**src/rtl/tcpc_i2c_pkg.sv**
```systemverilog
// tcpc_i2c_pkg: slave FSM state type, TCPC register addresses and default 7-bit slave address
package tcpc_i2c_pkg;
  typedef enum logic [3:0] {
    IDLE, ADDR, ADDR_ACK, PTR, PTR_ACK, WDATA, WDATA_ACK, RDATA, RDATA_ACK, IGNORE
  } state_t;
  localparam logic [7:0] ALERT              = 8'h10;
  localparam logic [7:0] ROLE_CONTROL       = 8'h1A;
  localparam logic [7:0] FAULT_CONTROL      = 8'h1B;
  localparam logic [6:0] DEFAULT_SLAVE_ADDR = 7'h60;
endpackage

```
**src/rtl/i2c_line_sync.sv**
```systemverilog
// i2c_line_sync: synchronises i_scl/i_sda, outputs o_scl_rise/o_scl_fall pulses, synced o_sda_s and o_start/o_stop pulses
module i2c_line_sync #(
  parameter int SYNC_STAGES = 2
) (
  input  logic i_clk,
  input  logic i_reset,
  input  logic i_scl,
  input  logic i_sda,
  output logic o_scl_rise,
  output logic o_scl_fall,
  output logic o_sda_s,
  output logic o_start,
  output logic o_stop
);
  logic [SYNC_STAGES-1:0] r_scl, r_sda;
  logic r_scl_d, r_sda_d;
  logic w_scl_s;
  assign w_scl_s    = r_scl[SYNC_STAGES-1];
  assign o_sda_s    = r_sda[SYNC_STAGES-1];
  assign o_scl_rise = w_scl_s & ~r_scl_d;
  assign o_scl_fall = ~w_scl_s & r_scl_d;
  assign o_start    = w_scl_s & r_scl_d & r_sda_d & ~o_sda_s;
  assign o_stop     = w_scl_s & r_scl_d & ~r_sda_d & o_sda_s;
  always_ff @(posedge i_clk) begin
    if (i_reset) begin
      r_scl   <= '1;
      r_sda   <= '1;
      r_scl_d <= 1'b1;
      r_sda_d <= 1'b1;
    end else begin
      r_scl   <= {r_scl[SYNC_STAGES-2:0], i_scl};
      r_sda   <= {r_sda[SYNC_STAGES-2:0], i_sda};
      r_scl_d <= w_scl_s;
      r_sda_d <= o_sda_s;
    end
  end
endmodule

```
**src/rtl/tcpc_i2c_slave.sv**
```systemverilog
// tcpc_i2c_slave: I2C slave with pointer/auto-increment register strobes (i_scl/i_sda_in in, o_sda_oe open-drain, o_reg_* strobe bus, o_busy)
module tcpc_i2c_slave
  import tcpc_i2c_pkg::*;
#(
  parameter logic [6:0] SLAVE_ADDR  = DEFAULT_SLAVE_ADDR,
  parameter int         SYNC_STAGES = 2
) (
  input  logic       i_clk,
  input  logic       i_reset,
  input  logic       i_enb,
  input  logic       i_scl,
  input  logic       i_sda_in,
  output logic       o_sda_oe,
  output logic [7:0] o_reg_addr,
  output logic [7:0] o_reg_wdata,
  output logic       o_reg_wr,
  output logic       o_reg_rd,
  input  logic [7:0] i_reg_rdata,
  output logic       o_busy
);
  state_t     r_state;
  logic [6:0] r_shift;
  logic [3:0] r_cnt;
  logic [7:0] r_addr, r_wdata;
  logic       r_sda_oe, r_wr, r_rd, r_busy, r_cap, r_rw;
  logic       w_rise, w_fall, w_sda, w_start, w_stop, w_last;
  logic [7:0] w_byte;
  i2c_line_sync #(.SYNC_STAGES(SYNC_STAGES)) u_sync (
    .i_clk      (i_clk),
    .i_reset    (i_reset),
    .i_scl      (i_scl),
    .i_sda      (i_sda_in),
    .o_scl_rise (w_rise),
    .o_scl_fall (w_fall),
    .o_sda_s    (w_sda),
    .o_start    (w_start),
    .o_stop     (w_stop)
  );
  assign w_byte = {r_shift, w_sda};
  assign w_last = w_rise && r_cnt == 4'd7;
  always_ff @(posedge i_clk) begin
    r_wr  <= 1'b0;
    r_rd  <= 1'b0;
    r_cap <= r_rd;
    if (r_wr) r_addr <= r_addr + 8'd1;
    if (i_reset) begin
      r_state  <= IDLE;
      r_shift  <= '0;
      r_cnt    <= '0;
      r_addr   <= '0;
      r_wdata  <= '0;
      r_sda_oe <= 1'b0;
      r_busy   <= 1'b0;
      r_cap    <= 1'b0;
      r_rw     <= 1'b0;
    end else if (!i_enb) begin
      r_state  <= IDLE;
      r_sda_oe <= 1'b0;
      r_busy   <= 1'b0;
      r_cap    <= 1'b0;
    end else if (w_stop) begin
      r_state  <= IDLE;
      r_sda_oe <= 1'b0;
      r_busy   <= 1'b0;
    end else if (w_start) begin
      r_state  <= ADDR;
      r_cnt    <= '0;
      r_sda_oe <= 1'b0;
    end else begin
      if (w_rise && (r_state == ADDR || r_state == PTR || r_state == WDATA)) begin
        r_shift <= w_byte[6:0];
        r_cnt   <= r_cnt + 4'd1;
      end
      case (r_state)
        ADDR: if (w_last) begin
          r_state <= w_byte[7:1] == SLAVE_ADDR ? ADDR_ACK : IGNORE;
          r_busy  <= w_byte[7:1] == SLAVE_ADDR;
          r_rw    <= w_byte[0];
        end
        ADDR_ACK: if (w_fall) begin
          r_sda_oe <= ~r_sda_oe;
          if (r_sda_oe) begin
            r_cnt   <= '0;
            r_state <= r_rw ? RDATA : PTR;
            r_rd    <= r_rw;
          end
        end
        PTR: if (w_last) begin
          r_addr  <= w_byte;
          r_state <= PTR_ACK;
        end
        WDATA: if (w_last) begin
          r_wdata <= w_byte;
          r_wr    <= 1'b1;
          r_state <= WDATA_ACK;
        end
        PTR_ACK, WDATA_ACK: if (w_fall) begin
          r_sda_oe <= ~r_sda_oe;
          if (r_sda_oe) begin
            r_cnt   <= '0;
            r_state <= WDATA;
          end
        end
        RDATA: if (r_cap) begin
          r_shift  <= i_reg_rdata[6:0];
          r_sda_oe <= ~i_reg_rdata[7];
        end else if (w_rise) begin
          r_cnt <= r_cnt + 4'd1;
        end else if (w_fall) begin
          r_sda_oe <= r_cnt == 4'd8 ? 1'b0 : ~r_shift[6];
          r_shift  <= {r_shift[5:0], 1'b0};
          r_state  <= r_cnt == 4'd8 ? RDATA_ACK : RDATA;
        end
        RDATA_ACK: if (w_rise) begin
          r_state <= w_sda ? IGNORE : RDATA_ACK;
          r_busy  <= ~w_sda;
          r_cnt   <= '0;
          if (!w_sda) r_addr <= r_addr + 8'd1;
        end else if (w_fall && r_cnt == 4'd0) begin
          r_rd    <= 1'b1;
          r_state <= RDATA;
        end
        default: ;
      endcase
    end
  end
  assign o_sda_oe    = r_sda_oe;
  assign o_reg_addr  = r_addr;
  assign o_reg_wdata = r_wdata;
  assign o_reg_wr    = r_wr;
  assign o_reg_rd    = r_rd;
  assign o_busy      = r_busy;
endmodule

```
**config.mk**
```make
export PLATFORM = sky130hd
export DESIGN_NAME = tcpc_i2c_slave
export DESIGN_NICKNAME = d
export VERILOG_FILES = /design/src/rtl/tcpc_i2c_pkg.sv /design/src/rtl/i2c_line_sync.sv /design/src/rtl/tcpc_i2c_slave.sv
export SDC_FILE = /design/constraint.sdc
export NUM_CORES = 1
export LEC_CHECK = 0
export ABC_AREA = 1
export CAP_MARGIN = 20
export CORE_MARGIN = 2
export CORE_UTILIZATION = 46
export CTS_BUF_LIST = sky130_fd_sc_hd__clkbuf_16
export DETAILED_ROUTE_END_ITERATION = 10
export PLACE_DENSITY_LB_ADDON = 0.12
export SETUP_SLACK_MARGIN = 0.15
export SYNTH_ARGS = -nofsm -noshare
export SYNTH_HDL_FRONTEND = slang
export SYNTH_HIERARCHICAL = 1
export SYNTH_SLANG_ARGS = --single-unit
export TNS_END_PERCENT = 100
```
**constraint.sdc**
```tcl
create_clock -name i_clk -period 1.75 [get_ports i_clk]
set_clock_uncertainty 0.05 [all_clocks]
set_input_delay 0.2625 -clock i_clk [delete_from_list [all_inputs] [get_ports i_clk]]
set_output_delay 0.2625 -clock i_clk [all_outputs]
set_load 0.01 [all_outputs]
```
==> flow_summary.ini, run 1 <==
[status]
status = finished clean

[detailed_routing]
viasPerCell = 5.26
route.met3.wl_um = 354
drt_iter0_drc = 200
dr_wl_met2_mm = 3.68
drcViolationCount = 0
dr_total_vias = 3227
dr.pass1.iters = 5
wire_per_inst_um = 13.1
ant_nets = 0
top_layer = met4
m1WireLength_mm = 3.84
drt-total-wl_mm = 8.07

[clocking]
clock_sinks = 43
path_clk_slew_ns = 0.06
numCtsBuffers = 5
cts_tree = yes
h-tree-depth = 2
root_buffer = clkbuf_16
clock_latency_ns = 0.29
cts_buffer_depth = 2

[synth]
ys_seq_area_share_pct = 30.2
synthSimpleGateAreaFrac_pct = 44.1
synth_compound_area_share_pct = 12.9
synth_top_family_by_area = simple AND/OR/NAND/NOR gates
synth_top_area_share_pct = 30.2
yosys-top-cells-area = dfxtp_1 30%, nand2_1 22%, nand3_1 8.6%, inv_1 6.7%, nor2_1 6.6%
muxShareOfSynthArea_pct = 0
synth_nets = 494
synth_adder_area_share_pct = 1.32
ys_warn_count = 6
synth_top_area_cell = dfxtp_1
synth_xor_area_share_pct = 1.23
synthesis.instances = 478
ys_types = 32
netlist_area_um2 = 2850
syn_avg_cell_area_um2 = 5.97
synth-seq-cells = 43

[pwr]
vdd_ir_drop_max_uv = 502
p_leak_nw = 1.71
powerDensity_nw_per_um2 = 913

[timing]
fin_tns_setup_ns = 0
setup_viol = 0
clock.fmax_mhz = 641
rsz0062_at_grt = true
layout_setup_ws_ns = 0.189
report.final.slew_viol_count = 0
worst_pin_slew_ns = 0.341
hold_viol = 0
final.period_utilization_pct = 89.2
relSlewSlack_pct = 77.3
period_needed_ns = 1.56

[worst_setup_path]
critPathSlowestCell = dfxtp_4
cp_cell_sequence = inv_4 > ha_4 > inv_1 > nor2_2 > nand2_1 > nand3_2 > nand2_2 > nor2_4 > nand2_2 > nor2_1 > nor2_1
start_kind = flip-flop
path_max_fanout = 7
crit_path_end_kind = flip-flop
critPathArrivalTime_ns = 1.69
cp.required_ns = 1.88
cpPeakStageDelay_ns = 0.37
path_class = reg -> reg

[hold_path]
hp-class = reg -> reg

[global_route]
grt_usage_pct = 25.0
grt_pass1_wl_mm = 13.3
grt_pass1_vias = 2912
antenna_found_initial = 0
grt_max_degree = 18
gr-total-overflow = 0

[run]
cap_violations = 0

[cells_and_area]
seq_area_um2 = 886
drive_above_1_share_pct = 23.0
finish.utilization_pct = 64.2
multiInputGateArea_um2 = 1900
area_growth_syn_to_layout_pct = 34.1
nFillCells = 587
layout.nets = 554
diodes = 0

[floorplanning]
start_util_pct = 47.9
die_area_um2 = 6840
fp-row-count = 28
fp.dieH_um = 82.7
core_um2 = 5960
die_w_um = 82.7
ios = 33

[place]
dp_hpwl_mm = 5.98
dpl_worst_slack_ns = 0.0147
gp_congestion = 0.890
portBuffers = 32
==> synth_stat cells (all sizes together) <==
library cell and instances:
a21oi 28, a22oi 2, a31oi 1, buf 10, clkbuf 1, clkinv 2, dfxtp 43, ha 3
inv 54, nand2 174, nand3 51, nand3b 1, nand4 2, nor2 58, nor3 3, nor3b 1
o211ai 3, o21ai 24, o22ai 9, or2 4, xor2 4
==> worst paths after layout <==
path	start	endpoint	slack, ns	cells past startpoint
min	u_sync/r_sda[0]	u_sync/r_sda[1]	0.36	1
min reg2reg	u_sync/r_sda[0]	u_sync/r_sda[1]	0.36	1
max	r_cnt[0]	r_state[0]	0.19	11
max reg2reg	r_cnt[0]	r_state[0]	0.19	11
==> critical path: cells and delay by family (launching register included) <==
| family | cells | cell delay [ns] |
|---|---|---|
| fa+ha+maj | 1 | 0.14 |
| flops | 1 | 0.37 |
| buf+inv | 2 | 0.11 |
| simple gates | 8 | 0.78 |
==> per-stage QoR <==
| step | instance area (µm²) | std cells | hold slack, ns | power [mW] |
|---|---|---|---|---|
| 2_1_floorplan | 2850 | 478 | 0.310 | 2.02 |
| 3_3_place_gp | 3380 | 599 | 0.338 | 2.34 |
| 3_5_place_dp | 3380 | 599 | 0.348 | 2.35 |
| 4_1_cts | 3540 | 607 | 0.363 | 3.29 |
| 5_1_grt | 3820 | 614 | 0.389 | 3.70 |
| 6_report | 3820 | 614 | 0.364 | 3.49 |
==> state kept, by name, summed over array words and instances, names as in the netlist <==
name / cells
u_sync/r_sda_d: 1
r_state: 4
o_reg_wdata: 8
u_sync/r_scl: 2
r_cnt: 4
r_cap: 1
o_reg_wr: 1
u_sync/r_sda: 2
o_reg_rd: 1
u_sync/r_scl_d: 1
r_rw: 1
o_reg_addr: 8
o_busy: 1
o_sda_oe: 1
r_shift: 7
==> power by group <==
| group | leakage, nW | total [mW] | internal [mW] | switching [mW] |
|---|---|---|---|---|
| clock | 0.0710 | 0.917 | 0.521 | 0.396 |
| sequential | 0.355 | 1.13 | 1.04 | 0.0841 |
| combinational | 1.29 | 1.45 | 0.517 | 0.928 |
| total | 1.71 | 3.49 | 2.08 | 1.41 |
==> metal layers <==
layer  vias to the layer above  global-route usage, %
met5                         -                      0
met4                         0                   9.02
met3                        21                   3.59
met2                        80                   39.8
met1                      1480                   34.3
li1                       1646                      -
==> cell families (layout without fill, tap and decap cells) <==
group	after synthesis	count (layout)
DFF	43	43
adders and majority gates	3	3
and+or+nand+nor	294	294
buffers and inverters	67	128
AOI/OAI and AO/OA	67	67
xor gates and xnor gates	4	4
==> cells in the final DEF, fill, tap and decap left out, types with 4 or more instances in the layout <==
cell / Yosys / final
nand3_2: 2 / 7
nand2_2: 6 / 14
o22ai_1: 9 / 6
o21ai_0: 20 / 13
buf_4: 1 / 30
nor2_2: 7 / 12
nand3_1: 49 / 43
inv_1: 51 / 42
clkbuf_16: 0 / 5
nor2_4: 1 / 8
o21ai_1: 3 / 9
clkdlybuf4s50_1: 0 / 31
nand2_1: 166 / 155
nor2_1: 50 / 38
a21oi_1: 27 / 26
or2_1: 4 / 4
dfxtp_2: 0 / 11
xor2_1: 4 / 4
nand2_4: 2 / 4
dfxtp_1: 43 / 29
inv_2: 3 / 11
==> final cells by class <==
type,instances,share of cell area [%]
tap,75,2.45
multi-input combinational,368,49.7
sequential,43,23.2
clock buffer,5,3.27
inverter,56,5.73
timing repair buffer,64,15.3
clock inverter,3,0.426
==> timing repair <==
action,in CTS,in global routing
pin swaps,1,20
endpoints found under the setup margin,28,40
resized for setup,8,82
endpoints found under the hold margin,0,0
hold buffers,0,0
setup buffers,0,7
Note: power is estimated with default switching activity, not from simulation.
==> run 2, diff against run 1 <==
SKIP_CTS_REPAIR_TIMING = 1   (was unset)
SLEW_MARGIN = 10   (was unset)
==> flow_summary.ini, run 2 (synthesized netlist as in run 1, its figures left out) <==
[timing]
holdWs_ns = 0.362
clock.fmax_mhz = 627
report.final.slew_viol_count = 0
relSlewSlack_pct = 71.4
layout_setup_ws_ns = 0.156
final.period_utilization_pct = 91.1
rsz0062_at_grt = true
setup_viol = 0
period_needed_ns = 1.59
worst_pin_slew_ns = 0.428
hold_viol = 0

[cells_and_area]
layout_commonest_cell = nand2_1
nFillCells = 596
final_cell_mix = 154 x nand2_1, 44 x nand3_1, 41 x inv_1
layout.nets = 555
area_growth_syn_to_layout_pct = 35.6
diodes = 0
post-route-cell-area_um2 = 3870
drive_above_1_share_pct = 23.9

[global_route]
gr-total-overflow = 0
grt_pass1_wl_mm = 13.2
antenna_found_initial = 0
grt_max_degree = 18
grt_pass1_vias = 2896
grt_usage_pct = 24.9

[clocking]
path_clk_slew_ns = 0.06
cts_tree = yes
h-tree-depth = 2
clock_latency_ns = 0.28
cts_buffer_depth = 2
numCtsBuffers = 5
root_buffer = clkbuf_16
clock_sinks = 43

[place]
portBuffers = 32
dp_hpwl_mm = 5.98
dpl-instance-area_um2 = 3380
dpl_worst_slack_ns = 0.0147
gp_congestion = 0.890

[detailed_routing]
dr.pass1.iters = 4
drt-total-wl_mm = 8.11
wire_per_inst_um = 13.2
drt_iter0_drc = 166
drcViolationCount = 0
viasPerCell = 5.27
ant_nets = 0
dr_total_vias = 3243

[floorplanning]
start_util_pct = 47.9
fp.dieH_um = 82.7
die_area_um2 = 6840
fp-row-count = 28
ios = 33
die_w_um = 82.7
core_um2 = 5960

[worst_setup_path]
cp_cell_sequence = clkdlybuf4s50_1
critPathArrivalTime_ns = 1.28
path_class = reg -> out
critical_path.top_delay_family = buffers and inverters
path_max_fanout = 6
cpPeakStageDelay_ns = 0.57
critPathSlowestCell = clkdlybuf4s50_1
crit_path_end_kind = primary output
crit_buf_inv = 1
cp.required_ns = 1.44
start_kind = flip-flop

[pwr]
powerDensity_nw_per_um2 = 908
p_leak_nw = 1.73
vdd_ir_drop_max_uv = 494
total_power_mw = 3.51

[hold_path]
hp-class = reg -> reg

[run]
cap_violations = 0

[status]
status = finished clean
[run 2: final cells by class]
cell class	count	area (µm²)	area share (%)
Clock buffer	5	125	3.24
Tap cell	75	93.8	2.43
Timing Repair Buffer	65	594	15.4
Clock inverter	3	16.3	0.421
Inverter	56	219	5.66
Sequential cell	43	890	23.0
Multi-Input combinational cell	368	1930	49.9
[run 2: through the flow]
stage,std cells,util [%],setup TNS [ns]
2_1_floorplan,478,-,0
3_3_place_gp,599,56.8,0
3_5_place_dp,599,56.8,0
4_1_cts,607,59.2,-0.0382
5_1_grt,615,64.9,0
6_report,615,64.9,0
[run 2: power breakdown]
| group | internal, mW | switching (mW) | total, mW |
|---|---|---|---|
| clock network | 0.521 | 0.383 | 0.904 |
| registers | 1.05 | 0.0860 | 1.13 |
| logic | 0.533 | 0.945 | 1.48 |
| total | 2.10 | 1.41 | 3.51 |
[run 2: final timing paths]
path	start	end	slack [ns]	depth (start not counted)
setup / recovery	o_reg_addr[3]	o_reg_addr[3]	0.16	1
hold / removal	u_sync/r_sda[0]	u_sync/r_sda[1]	0.36	1
setup reg to reg	r_cnt[1]	r_state[0]	0.19	11
hold reg to reg	u_sync/r_sda[0]	u_sync/r_sda[1]	0.36	1
[run 2: per-layer routing]
metal	vias up	GRT usage, %	share of wire, %
met2	86	39.4	47
met1	1491	34.4	47
met4	0	9.02	2.0
li1	1649	-	-
met3	17	3.59	4.8
met5	-	0	0
